File: src/rtl/signed_cmp_rr_scheduler.sv
`default_nettype none
// ============================================================================
// Module   : signed_cmp_rr_scheduler
// Purpose  : Shares one signed less-than / equality comparator among NREQ
//            requesters. A round-robin arbiter grants one operand pair at a
//            time. The pair is compared in one registered stage, and the
//            result is returned with the owner id on a single response
//            channel.
// Ports    : clk, rst_n           - clock (rising edge), async active-low reset
//            req_valid_i [NREQ]   - per-requester operand pair valid
//            req_ready_o [NREQ]   - per-requester accept strobe (one-hot/zero)
//            req_a_i, req_b_i     - packed operands, requester i at [i*WIDTH +: WIDTH]
//            rsp_valid_o/ready_i  - response handshake
//            rsp_id_o, rsp_lt_o, rsp_eq_o - response payload
//            busy_o               - transaction in flight
//            cmp_count_o [16]     - completed-compare counter, wraps
// Revision : 1.0 - initial release
// ============================================================================
module signed_cmp_rr_scheduler #(
    parameter int NREQ  = 4,
    parameter int WIDTH = 32,
    parameter int IDW   = 2
) (
    input  logic                   clk,
    input  logic                   rst_n,
    input  logic [NREQ-1:0]        req_valid_i,
    output logic [NREQ-1:0]        req_ready_o,
    input  logic [NREQ*WIDTH-1:0]  req_a_i,
    input  logic [NREQ*WIDTH-1:0]  req_b_i,
    output logic                   rsp_valid_o,
    input  logic                   rsp_ready_i,
    output logic [IDW-1:0]         rsp_id_o,
    output logic                   rsp_lt_o,
    output logic                   rsp_eq_o,
    output logic                   busy_o,
    output logic [15:0]            cmp_count_o
);

    typedef enum logic [1:0] {
        ST_IDLE = 2'd0,
        ST_CMP  = 2'd1,
        ST_RSP  = 2'd2
    } state_t;

    state_t             state_q, state_d;
    logic [IDW-1:0]     rr_ptr_q, rr_ptr_d;
    logic [IDW-1:0]     gid_q, gid_d;
    logic [WIDTH-1:0]   op_a_q, op_a_d;
    logic [WIDTH-1:0]   op_b_q, op_b_d;
    logic               rsp_valid_q, rsp_valid_d;
    logic [IDW-1:0]     rsp_id_q, rsp_id_d;
    logic               rsp_lt_q, rsp_lt_d;
    logic               rsp_eq_q, rsp_eq_d;
    logic [15:0]        cmp_count_q, cmp_count_d;

    logic               w_found;
    logic [IDW-1:0]     w_grant;
    logic [IDW-1:0]     w_cand;
    int                 w_cand_int;
    logic [WIDTH-1:0]   w_sel_a;
    logic [WIDTH-1:0]   w_sel_b;

    // Round-robin search starting just after the last served requester.
    always_comb begin
        w_found    = 1'b0;
        w_grant    = '0;
        w_cand     = '0;
        w_cand_int = 0;
        for (int k = 1; k <= NREQ; k++) begin
            w_cand_int = (int'(rr_ptr_q) + k) % NREQ;
            w_cand     = IDW'(w_cand_int);
            if (!w_found && req_valid_i[w_cand]) begin
                w_found = 1'b1;
                w_grant = w_cand;
            end
        end
    end

    // Operand mux for the granted requester.
    always_comb begin
        w_sel_a = '0;
        w_sel_b = '0;
        for (int i = 0; i < NREQ; i++) begin
            if (w_grant == IDW'(i)) begin
                w_sel_a = req_a_i[i*WIDTH +: WIDTH];
                w_sel_b = req_b_i[i*WIDTH +: WIDTH];
            end
        end
    end

    // Accept strobe is combinational in IDLE; forced low while in reset so
    // every output reads zero during reset.
    always_comb begin
        req_ready_o = '0;
        for (int i = 0; i < NREQ; i++) begin
            req_ready_o[i] = rst_n && (state_q == ST_IDLE) && w_found
                             && (w_grant == IDW'(i));
        end
    end

    always_comb begin
        state_d     = state_q;
        rr_ptr_d    = rr_ptr_q;
        gid_d       = gid_q;
        op_a_d      = op_a_q;
        op_b_d      = op_b_q;
        rsp_valid_d = rsp_valid_q;
        rsp_id_d    = rsp_id_q;
        rsp_lt_d    = rsp_lt_q;
        rsp_eq_d    = rsp_eq_q;
        cmp_count_d = cmp_count_q;
        case (state_q)
            ST_IDLE: begin
                if (w_found) begin
                    op_a_d  = w_sel_a;
                    op_b_d  = w_sel_b;
                    gid_d   = w_grant;
                    state_d = ST_CMP;
                end
            end
            ST_CMP: begin
                rsp_lt_d    = $signed(op_a_q) < $signed(op_b_q);
                rsp_eq_d    = (op_a_q == op_b_q);
                rsp_id_d    = gid_q;
                rsp_valid_d = 1'b1;
                state_d     = ST_RSP;
            end
            ST_RSP: begin
                if (rsp_valid_q && rsp_ready_i) begin
                    rsp_valid_d = 1'b0;
                    rr_ptr_d    = gid_q;
                    cmp_count_d = cmp_count_q + 16'd1;
                    state_d     = ST_IDLE;
                end
            end
            default: state_d = ST_IDLE;
        endcase
    end

    always_ff @(posedge clk or negedge rst_n) begin
        if (!rst_n) begin
            state_q     <= ST_IDLE;
            rr_ptr_q    <= IDW'(NREQ - 1);
            gid_q       <= '0;
            op_a_q      <= '0;
            op_b_q      <= '0;
            rsp_valid_q <= 1'b0;
            rsp_id_q    <= '0;
            rsp_lt_q    <= 1'b0;
            rsp_eq_q    <= 1'b0;
            cmp_count_q <= '0;
        end else begin
            state_q     <= state_d;
            rr_ptr_q    <= rr_ptr_d;
            gid_q       <= gid_d;
            op_a_q      <= op_a_d;
            op_b_q      <= op_b_d;
            rsp_valid_q <= rsp_valid_d;
            rsp_id_q    <= rsp_id_d;
            rsp_lt_q    <= rsp_lt_d;
            rsp_eq_q    <= rsp_eq_d;
            cmp_count_q <= cmp_count_d;
        end
    end

    assign rsp_valid_o = rsp_valid_q;
    assign rsp_id_o    = rsp_id_q;
    assign rsp_lt_o    = rsp_lt_q;
    assign rsp_eq_o    = rsp_eq_q;
    assign busy_o      = (state_q != ST_IDLE);
    assign cmp_count_o = cmp_count_q;

endmodule
`default_nettype wire

File: config.mk
export PLATFORM = sky130hd
export DESIGN_NAME = signed_cmp_rr_scheduler
export DESIGN_NICKNAME = d
export VERILOG_FILES = /design/src/rtl/signed_cmp_rr_scheduler.sv
export SDC_FILE = /design/constraint.sdc
export NUM_CORES = 1
export LEC_CHECK = 0
export ABC_AREA = 1
export CAP_MARGIN = 5
export CORE_MARGIN = 4
export CORE_UTILIZATION = 30
export CTS_CLUSTER_DIAMETER = 80
export DETAILED_ROUTE_END_ITERATION = 12
export PLACE_DENSITY_LB_ADDON = 0.08
export REMOVE_ABC_BUFFERS = 1
export SETUP_SLACK_MARGIN = 0.05
export SYNTH_ARGS = -nofsm -noshare
export SYNTH_HDL_FRONTEND = slang
export SYNTH_SLANG_ARGS = --single-unit
File: constraint.sdc
create_clock -name clk -period 2.1 [get_ports clk]
set_input_delay 0.42 -clock clk [delete_from_list [all_inputs] [get_ports clk]]
set_output_delay 0.42 -clock clk [all_outputs]
set_load 0.02 [all_outputs]
After elaboration in Yosys (flattened, before gate mapping) --
Cells that the tools add are included.
Word-level totals: register bits 91, word-level logic and storage cells 78, output and inout port bits 26, bits in latches 0, input bits 263, memories kept 0, bits in read-only memories 0, RAM bits 0
Operators by class: reduce and logical (&&, ||, !) cells 21, bitwise logic cells 0, $add $sub $neg 5, shifts and indexed selects 0, $mul 0, multiplexer cells 29, divide/modulo/power cells 0, equality and inequality tests 8, $lt $le $gt $ge 5
Operator list (count):
- $mux 32 | 8
- $eq 32x32->1 | 1
- $lt 32x32->1 | 1
- $add 16x1->16 const B | 1
- $lt 2x3->1 const B | 4
- $mux 2 | 6
- $logic_and 1x1->1 | 10
- $mux 1 | 9
- $bmux 1 s2 | 4
- $reduce_and 2->1 | 4
- $eq 2x2->1 const B | 3
- $pmux 2 s3 | 1
- $add 2x1->2 const B | 2
- $add 2x2->2 const B | 2
- $eq 2x1->1 const B | 2
- $logic_not 2->1 | 2
- $ne 2x2->1 const B | 2
- $reduce_bool 2->1 | 2
- $logic_not 1->1 | 3
- $pmux 1 s2 | 1

Logic depth before layout (Yosys ltp) --
Gate-level depths: netlist of the first run.
depth in word-level cells 18, gate-level depth with buffers 16, gate-level depth less buffers 15

Worst setup path before layout of the first run --
Ideal clock, no wire load.
path type register to output, start reg rr_ptr_q[0], end out req_ready_o[0], setup slack -0.423 ns, cell stages (with the launch flop) 12, arrival 2.103 ns, cell sequence dfstp_2 -> buf_6 -> nand2_1 -> nand2_1 -> nand2_2 -> nand2_2 -> nor2_1 -> a21oi_2 -> nand3_2 -> buf_2 -> buf_4 -> nor3_1
On the way: cells in the longest elaborated chain, start to end 15
Ends and longest elaborated chain:
- start: declaration | RTL line 46 | logic [IDW-1:0] rr_ptr_q, rr_ptr_d;
- start signal: assignment | RTL line 143 | rr_ptr_q <= IDW'(NREQ - 1);
- start signal: assignment | RTL line 154 | rr_ptr_q <= rr_ptr_d;
- $add 2x1->2 | RTL line 70 | w_cand_int = (int'(rr_ptr_q) + k) % NREQ;
- $bmux 1 s2 | RTL line 72 | if (!w_found && req_valid_i[w_cand]) begin
- $mux 1 (not written as such) | RTL line 72
- $mux 1 | RTL line 72
- $logic_not 1->1 | RTL line 72
- $logic_and 1x1->1 | RTL line 72
- $mux 1 | RTL line 72
- $logic_not 1->1 | RTL line 72
- $logic_and 1x1->1 | RTL line 72
- $mux 1 | RTL line 72
- $logic_not 1->1 | RTL line 72
- $logic_and 1x1->1 | RTL line 72
- $mux 2 or $mux 1 (tied branches) | RTL line 72
- $logic_not 2->1 or $logic_and 1x1->1 (tied branches) | RTL line 97, 96
- $logic_and 1x1->1 (*) | RTL line 97 | && (w_grant == IDW'(i));
- end: declaration | RTL line 27 | output logic [NREQ-1:0] req_ready_o,
Mark *: on every way between the ends. The rest lies on a longest branch, timed or not. The select of a mux whose other input is x is not followed.

Worst setup path in the final report of the first run --
start reg rr_ptr_q[0], end out req_ready_o[1]
On the way: cells in the longest elaborated chain, start to end 15
Ends and longest elaborated chain (RTL line):
- $add 2x1->2 | 70
- $bmux 1 s2 | 72
- $mux 1 (not written as such) | 72
- $mux 1 | 72
- $logic_not 1->1 | 72
- $logic_and 1x1->1 | 72
- $mux 1 | 72
- $logic_not 1->1 | 72
- $logic_and 1x1->1 | 72
- $mux 1 | 72
- $logic_not 1->1 | 72
- $logic_and 1x1->1 | 72
- $mux 2 or $mux 1 (tied branches) | 72
- $eq 2x1->1 or $logic_and 1x1->1 (tied branches) | 97, 96
- $logic_and 1x1->1 (*) | 97
Marks and branches as above.

==> results of run 1 <==
final cells by class:
type / count / area (um2)
antenna: 1 / 2.50
clock buffer: 10 / 239
clock inverter: 6 / 88.8
fill: 2331 / 11600
inverter: 115 / 439
multi-input combinational: 770 / 4010
sequential: 91 / 2280
tap: 285 / 357
timing repair buffer: 355 / 3650
synthesized netlist by cell type (all sizes together), types with 6 or more instances:
cell | count | area share
dfrtp | 89 | 0.32
o21ai | 76 | 0.055
nand3b | 6 | 0.0065
nand3 | 133 | 0.097
buf | 47 | 0.045
nand2 | 319 | 0.18
nor2 | 76 | 0.046
xnor2 | 7 | 0.0089
nor3 | 7 | 0.0051
nand4 | 53 | 0.049
inv | 115 | 0.063
a21oi | 47 | 0.035
clkbuf | 16 | 0.0087
xor2 | 8 | 0.010
ha | 33 | 0.060
per-stage QoR:
stage	total power (W)	hold WS, ps	setup TNS, ps
finish	0.0202	176	-21560
global placement	0.0163	460	-45840
CTS	0.0199	202	-21520
global route	0.0224	224	-33310
floorplan	0.00985	124	-152800
detailed placement	0.0164	462	-47620
registers in the layout, summed over array words and instances, names as in the netlist:
register,flops
rsp_id_o,2
cmp_count_o,16
rr_ptr_q,2
rsp_lt_o,1
op_a_q,32
gid_q,2
rsp_eq_o,1
state_q,2
rsp_valid_o,1
op_b_q,32
layer usage:
layer | routed length, um | part of all wire
met4 | 542 | 0.020
met3 | 1520 | 0.057
met2 | 13000 | 0.49
met5 | 41 | 0.0016
met1 | 11300 | 0.43
power breakdown:
part / internal [W] / switching (W)
clock: 0.00108 / 0.000711
sequential: 0.00259 / 0.000466
combinational: 0.00612 / 0.00927
timing repair:
action | 4_1_cts | 5_1_grt
hold buffers | 0 | 0
setup buffers | 7 | 8
endpoints found under the setup margin | 72 | 77
resized for setup | 98 | 30
pin swaps | 15 | 14
hold endpoints to repair | 0 | 0
gates cloned | 3 | 0
kinds of logic (layout without fill, tap and decap cells):
logic type | count (synthesis) | count (layout)
compound gates | 126 | 126
xor+xnor | 15 | 15
fa+ha+maj | 33 | 33
buf+inv | 178 | 486
flops | 91 | 91
other cells | 0 | 1
simple gates | 596 | 596
worst max path at each step:
stage	endpoint	cells after the start	startpoint	slack (ps)
floorplan	req_ready_o[2]	10	rr_ptr_q[0]	-2510
CTS	req_ready_o[2]	10	rr_ptr_q[0]	-460
detailed placement	req_ready_o[0]	10	req_valid_i[0]	-920
global route	req_ready_o[1]	11	rr_ptr_q[0]	-620
global placement	req_ready_o[2]	10	req_valid_i[0]	-920
finish	req_ready_o[1]	11	rr_ptr_q[0]	-480
critical path: stages (launching register included):
cell and delay [ps]:
dfstp_2 590, inv_4 80, nand2_2 60, nand2_1 70, nand2_1 100, nand2_2 70
nor2_4 170, nand3_2 150, nand2_2 120, nor2_4 50, nor3_2 180, buf_4 170
==> impl_metrics.py, run 1 <==
metrics = {
    "floorplanning": {
        "ioPinCount": 289,
        "rows": 55,
        "die_area_mm2": 0.0255,
        "die_h_um": 160,
        "die_x_um": 160,
        "start_util": 0.305,
        "core_mm2": 0.0226,
    },
    "placed_design": {
        "dp_slack_ps": -924,
        "port_buffers": 288,
        "dp.cells": 1598,
        "place_area_mm2": 0.0102,
        "place.gp.congestion": 0.785,
        "hpwl_um": 19200,
    },
    "synthesis": {
        "synthMuxAreaShare": 0,
        "synth_area_mm2": 0.00690,
        "synth_fa_ha_area_frac": 0.0598,
        "yosysWarnings": 0,
        "ys_seq_area_frac": 0.330,
        "synth.avg_cell_area_um2": 6.64,
        "ys.flop_type": "dfrtp_1",
        "synth_top_family_by_area": "simple AND/OR/NAND/NOR gates",
        "ys_ff_latch": 91,
        "ys_async_sr_fraction": 1.00,
        "synth-xor-area-share": 0.0190,
        "ys_types": 32,
        "netlist_instances": 1039,
        "yosys.area_share.simple": 0.381,
        "synth_edf_count": 0,
        "synth_compound_area_frac": 0.0930,
    },
    "final_layout": {
        "final_area_mm2": 0.0111,
        "final_util": 0.489,
        "syn_to_final_growth_pct": 60.4,
        "final_cell_mix": "nand2_1, clkdlybuf4s50_1, nand3_1",
        "finalNetCount": 1638,
        "instances_no_fill": 1633,
        "drive_above_1_share": 0.109,
        "final_common_cell": "nand2_1",
    },
    "route": {
        "vias": 7829,
        "drt-vias-per-instance": 4.79,
        "firstDrtPassIters": 5,
        "drt_iter0_markers": 311,
        "routed_wl_um": 26400,
        "ant_nets": 0,
        "wl_per_cell_um": 16.2,
        "drc": 0,
    },
    "critical_path": {
        "reg2regPathDepth": 16,
        "worst_setup_path_end_kind": "output pin",
        "critPathKind": "reg2out",
        "path_max_fanout": 8,
        "timing.rr.start": "rr_ptr_q[0]",
        "worstPathRequired_ps": 1680,
        "regToRegSetupSlack_ps": -390,
        "crit_arrival_ps": 2160,
        "regToRegEndpoint": "op_a_q[17]",
        "critPathLaunchType": "register",
    },
    "clock_network": {
        "htreeDepth": 3,
        "cts.path.max_buffers": 2,
        "cts_tree": "yes",
        "numCtsBuffers": 9,
        "path_clk_slew_ps": 60,
        "cts_sinks": 91,
        "clock_latency_ps": 340,
        "cts_root_buf": "clkbuf_16",
    },
    "timing": {
        "setup_viol": 69,
        "max_freq_mhz": 388,
        "post-route-worst-setup-slack_ps": -476,
        "tightest_slew_ps": 733,
        "min_period_ps": 2580,
        "skew_ps": 4.50,
        "period_share": 1.23,
        "rsz0062_at_grt": "true",
        "slew-limit-headroom": 0.511,
        "drv_slew": 0,
        "hold_viol_final": 0,
    },
    "run_status": {
        "run_status": "finished with violations",
        "violations": "negative setup slack",
    },
    "hold_path": {
        "min_path_type": "in2async",
    },
    "global_routing": {
        "grtUsageMet2": 0.358,
        "met1_usage": 0.252,
        "met3_usage": 0.0457,
        "grtUsageTotal": 0.204,
        "grt_max_degree": 55,
        "antenna_found_initial": 4,
        "grt_pass1_wl_um": 42000,
        "grt_pass1_vias": 7964,
        "grt.overflow.total": 0,
        "grt-busiest-layer": "met2",
    },
    "job": {
        "maxCapViolations": 0,
    },
    "power": {
        "p_per_area_mw_per_mm2": 1830,
        "power.leakage_nw": 5.26,
        "ir_drop_mv": 0.963,
    },
}
Note: power is estimated with default switching activity, not from simulation.
==> run 2, diff against run 1 <==
Settings changed: SLEW_MARGIN set to 0.
==> results of run 2 <==
Same layout as run 1: the final DEF is identical, and so are final timing and power.
==> run 3, diff against run 2 <==
Settings changed: CELL_PAD_IN_SITES_DETAIL_PLACEMENT set to 1, CELL_PAD_IN_SITES_GLOBAL_PLACEMENT set to 2, CORE_UTILIZATION 30 to 20.
==> run 3 against run 2 <==
  * The run still ends with negative setup slack left
  * Combinational power grew 20%
  * Via count grew 3.6%
  * Die area grew 47%
  * Worst setup slack lost 53 ps
  * Non-clock buffer count grew 23
  * Sequential share of layout area shrank 1.3 points
  * Critical endpoint is now req_ready_o[2]
==> impl_metrics.py, run 3 (synthesized netlist as in run 1, its figures left out) <==
metrics = {
    "route": {
        "drt-vias-per-instance": 4.45,
        "drt_iter0_markers": 255,
        "wl_per_cell_um": 18.8,
        "firstDrtPassIters": 4,
        "ant_nets": 0,
        "drc": 0,
        "vias": 8113,
        "routed_wl_um": 34200,
    },
    "placed_design": {
        "dp.cells": 1764,
        "hpwl_um": 23200,
        "place_area_mm2": 0.0105,
        "port_buffers": 288,
        "place.gp.congestion": 0.774,
    },
    "run_status": {
        "run_status": "finished with violations",
        "violations": "negative setup slack",
    },
    "final_layout": {
        "instances_no_fill": 1822,
        "syn_to_final_growth_pct": 71.4,
        "final_common_cell": "nand2_1",
        "final_cell_mix": "nand2_1, clkdlybuf4s50_1, nand3_1",
        "register_area_mm2": 0.00228,
        "finalNetCount": 1662,
        "multi_input_area_mm2": 0.00414,
        "num-fill-cells": 4080,
        "drive_above_1_share": 0.142,
        "final_area_mm2": 0.0118,
    },
    "clock_network": {
        "cts_root_buf": "clkbuf_16",
        "cts.path.max_buffers": 2,
        "cts_sinks": 91,
        "numCtsBuffers": 9,
        "path_clk_slew_ps": 70,
        "htreeDepth": 3,
        "clock_latency_ps": 360,
        "cts_tree": "yes",
    },
    "critical_path": {
        "worstPathRequired_ps": 1680,
        "critPathKind": "reg2out",
        "critPathLaunchType": "register",
        "crit_arrival_ps": 2210,
        "path_max_fanout": 6,
        "cp-startpoint": "rr_ptr_q[0]",
        "slowest_delay_ps": 610,
        "path_cells": "inv_4 > nand2_2 > nand2_2 > nand2_4 > nand2_4 > nor2_4 > nand3b_1 > nand2_8 > inv_4 > nor3_2 > buf_4",
        "timing.rr.start": "rr_ptr_q[0]",
        "critPathSlowestCell": "dfstp_2",
        "worst_setup_path_end_kind": "output pin",
    },
    "timing": {
        "max_freq_mhz": 380,
        "drv_slew": 0,
        "skew_ps": 3.74,
        "setup_tns_ps": -26150,
        "hold_viol_final": 0,
        "post-route-worst-setup-slack_ps": -529,
        "setup_viol": 70,
        "min_period_ps": 2630,
        "rsz0062_at_grt": "true",
        "period_share": 1.25,
        "tightest_slew_ps": 844,
        "slew-limit-headroom": 0.437,
    },
    "floorplanning": {
        "die_area_mm2": 0.0375,
        "rows": 67,
        "die_h_um": 194,
        "ioPinCount": 289,
        "core_mm2": 0.0338,
        "start_util": 0.204,
        "die_x_um": 194,
    },
    "power": {
        "power.leakage_nw": 5.49,
        "ir_drop_mv": 0.737,
        "finalPower_w": 0.0233,
        "p_per_area_mw_per_mm2": 1970,
    },
    "global_routing": {
        "grt.overflow.total": 0,
        "grt_pass1_vias": 8514,
        "antenna_found_initial": 5,
        "grt_max_degree": 87,
        "grt_pass1_wl_um": 48200,
        "grtUsageTotal": 0.160,
    },
    "job": {
        "maxCapViolations": 0,
    },
    "hold_path": {
        "min_path_type": "in2async",
    },
}
run 3: cell count changes in the layout (fill, tap and decap cells not counted), sizes merged, moves of 2 or more:
cell	delta
clkinvlp	-2
inv	+3
diode	+2
clkbuf	+11
buf	+12
run 3: worst max-delay path: cells and delay by family (launching register included):
kind                   cells  cell delay, ps
AND/OR/NAND/NOR            8             920
flip-flops                 1             610
buffers and inverters      3             300
run 3: area by class of cell:
type	instances	area share
diodes	3	0.000635
clock buffers	10	0.0202
clock inverters	6	0.00529
inverters	115	0.0371
multi-input cells	771	0.350
flip-flops and latches	91	0.193
well taps	448	0.0474
repair buffers	378	0.347
run 3: timing repair:
action	CTS	global route
setup buffers	5	15
resized for setup	66	90
pin swaps	13	24
endpoints found under the hold margin	0	0
setup endpoints to repair	71	75
cloned	1	18
hold buffers	0	0
run 3: power by group:
| part | leakage (nW) | switching [W] | total, W | internal, W |
|---|---|---|---|---|
| Combinational | 4.23 | 0.0109 | 0.0185 | 0.00760 |
| Sequential | 1.11 | 0.000469 | 0.00306 | 0.00259 |
| Clock | 0.153 | 0.000763 | 0.00172 | 0.000959 |
run 3: routing by layer:
| layer | share of wire | track usage | vias up |
|---|---|---|---|
| li1 | - | - | 4050 |
| met5 | 0.00067 | 0 | - |
| met2 | 0.50 | 0.281 | 158 |
| met4 | 0.012 | 0.0328 | 4 |
| met1 | 0.44 | 0.200 | 3874 |
| met3 | 0.050 | 0.0415 | 27 |
run 3: final timing paths:
kind	endpoint	slack, ps	cells after the start
setup / recovery	req_ready_o[2]	-530	11
hold / removal	op_a_q[0]	320	2
setup reg to reg	op_b_q[10]	-500	16
hold reg to reg	cmp_count_o[15]	470	1
max in group asynchronous	op_b_q[30]	780	3
min in group clk	cmp_count_o[15]	470	1
run 3: per-stage QoR:
step            util  worst slack (ps)  hold WS, ps
2_1_floorplan      -             -2510          124
3_3_place_gp   0.310              -908          456
3_5_place_dp   0.310              -970          468
4_1_cts        0.325              -549          318
5_1_grt        0.350              -655          395
6_report       0.350              -529          322
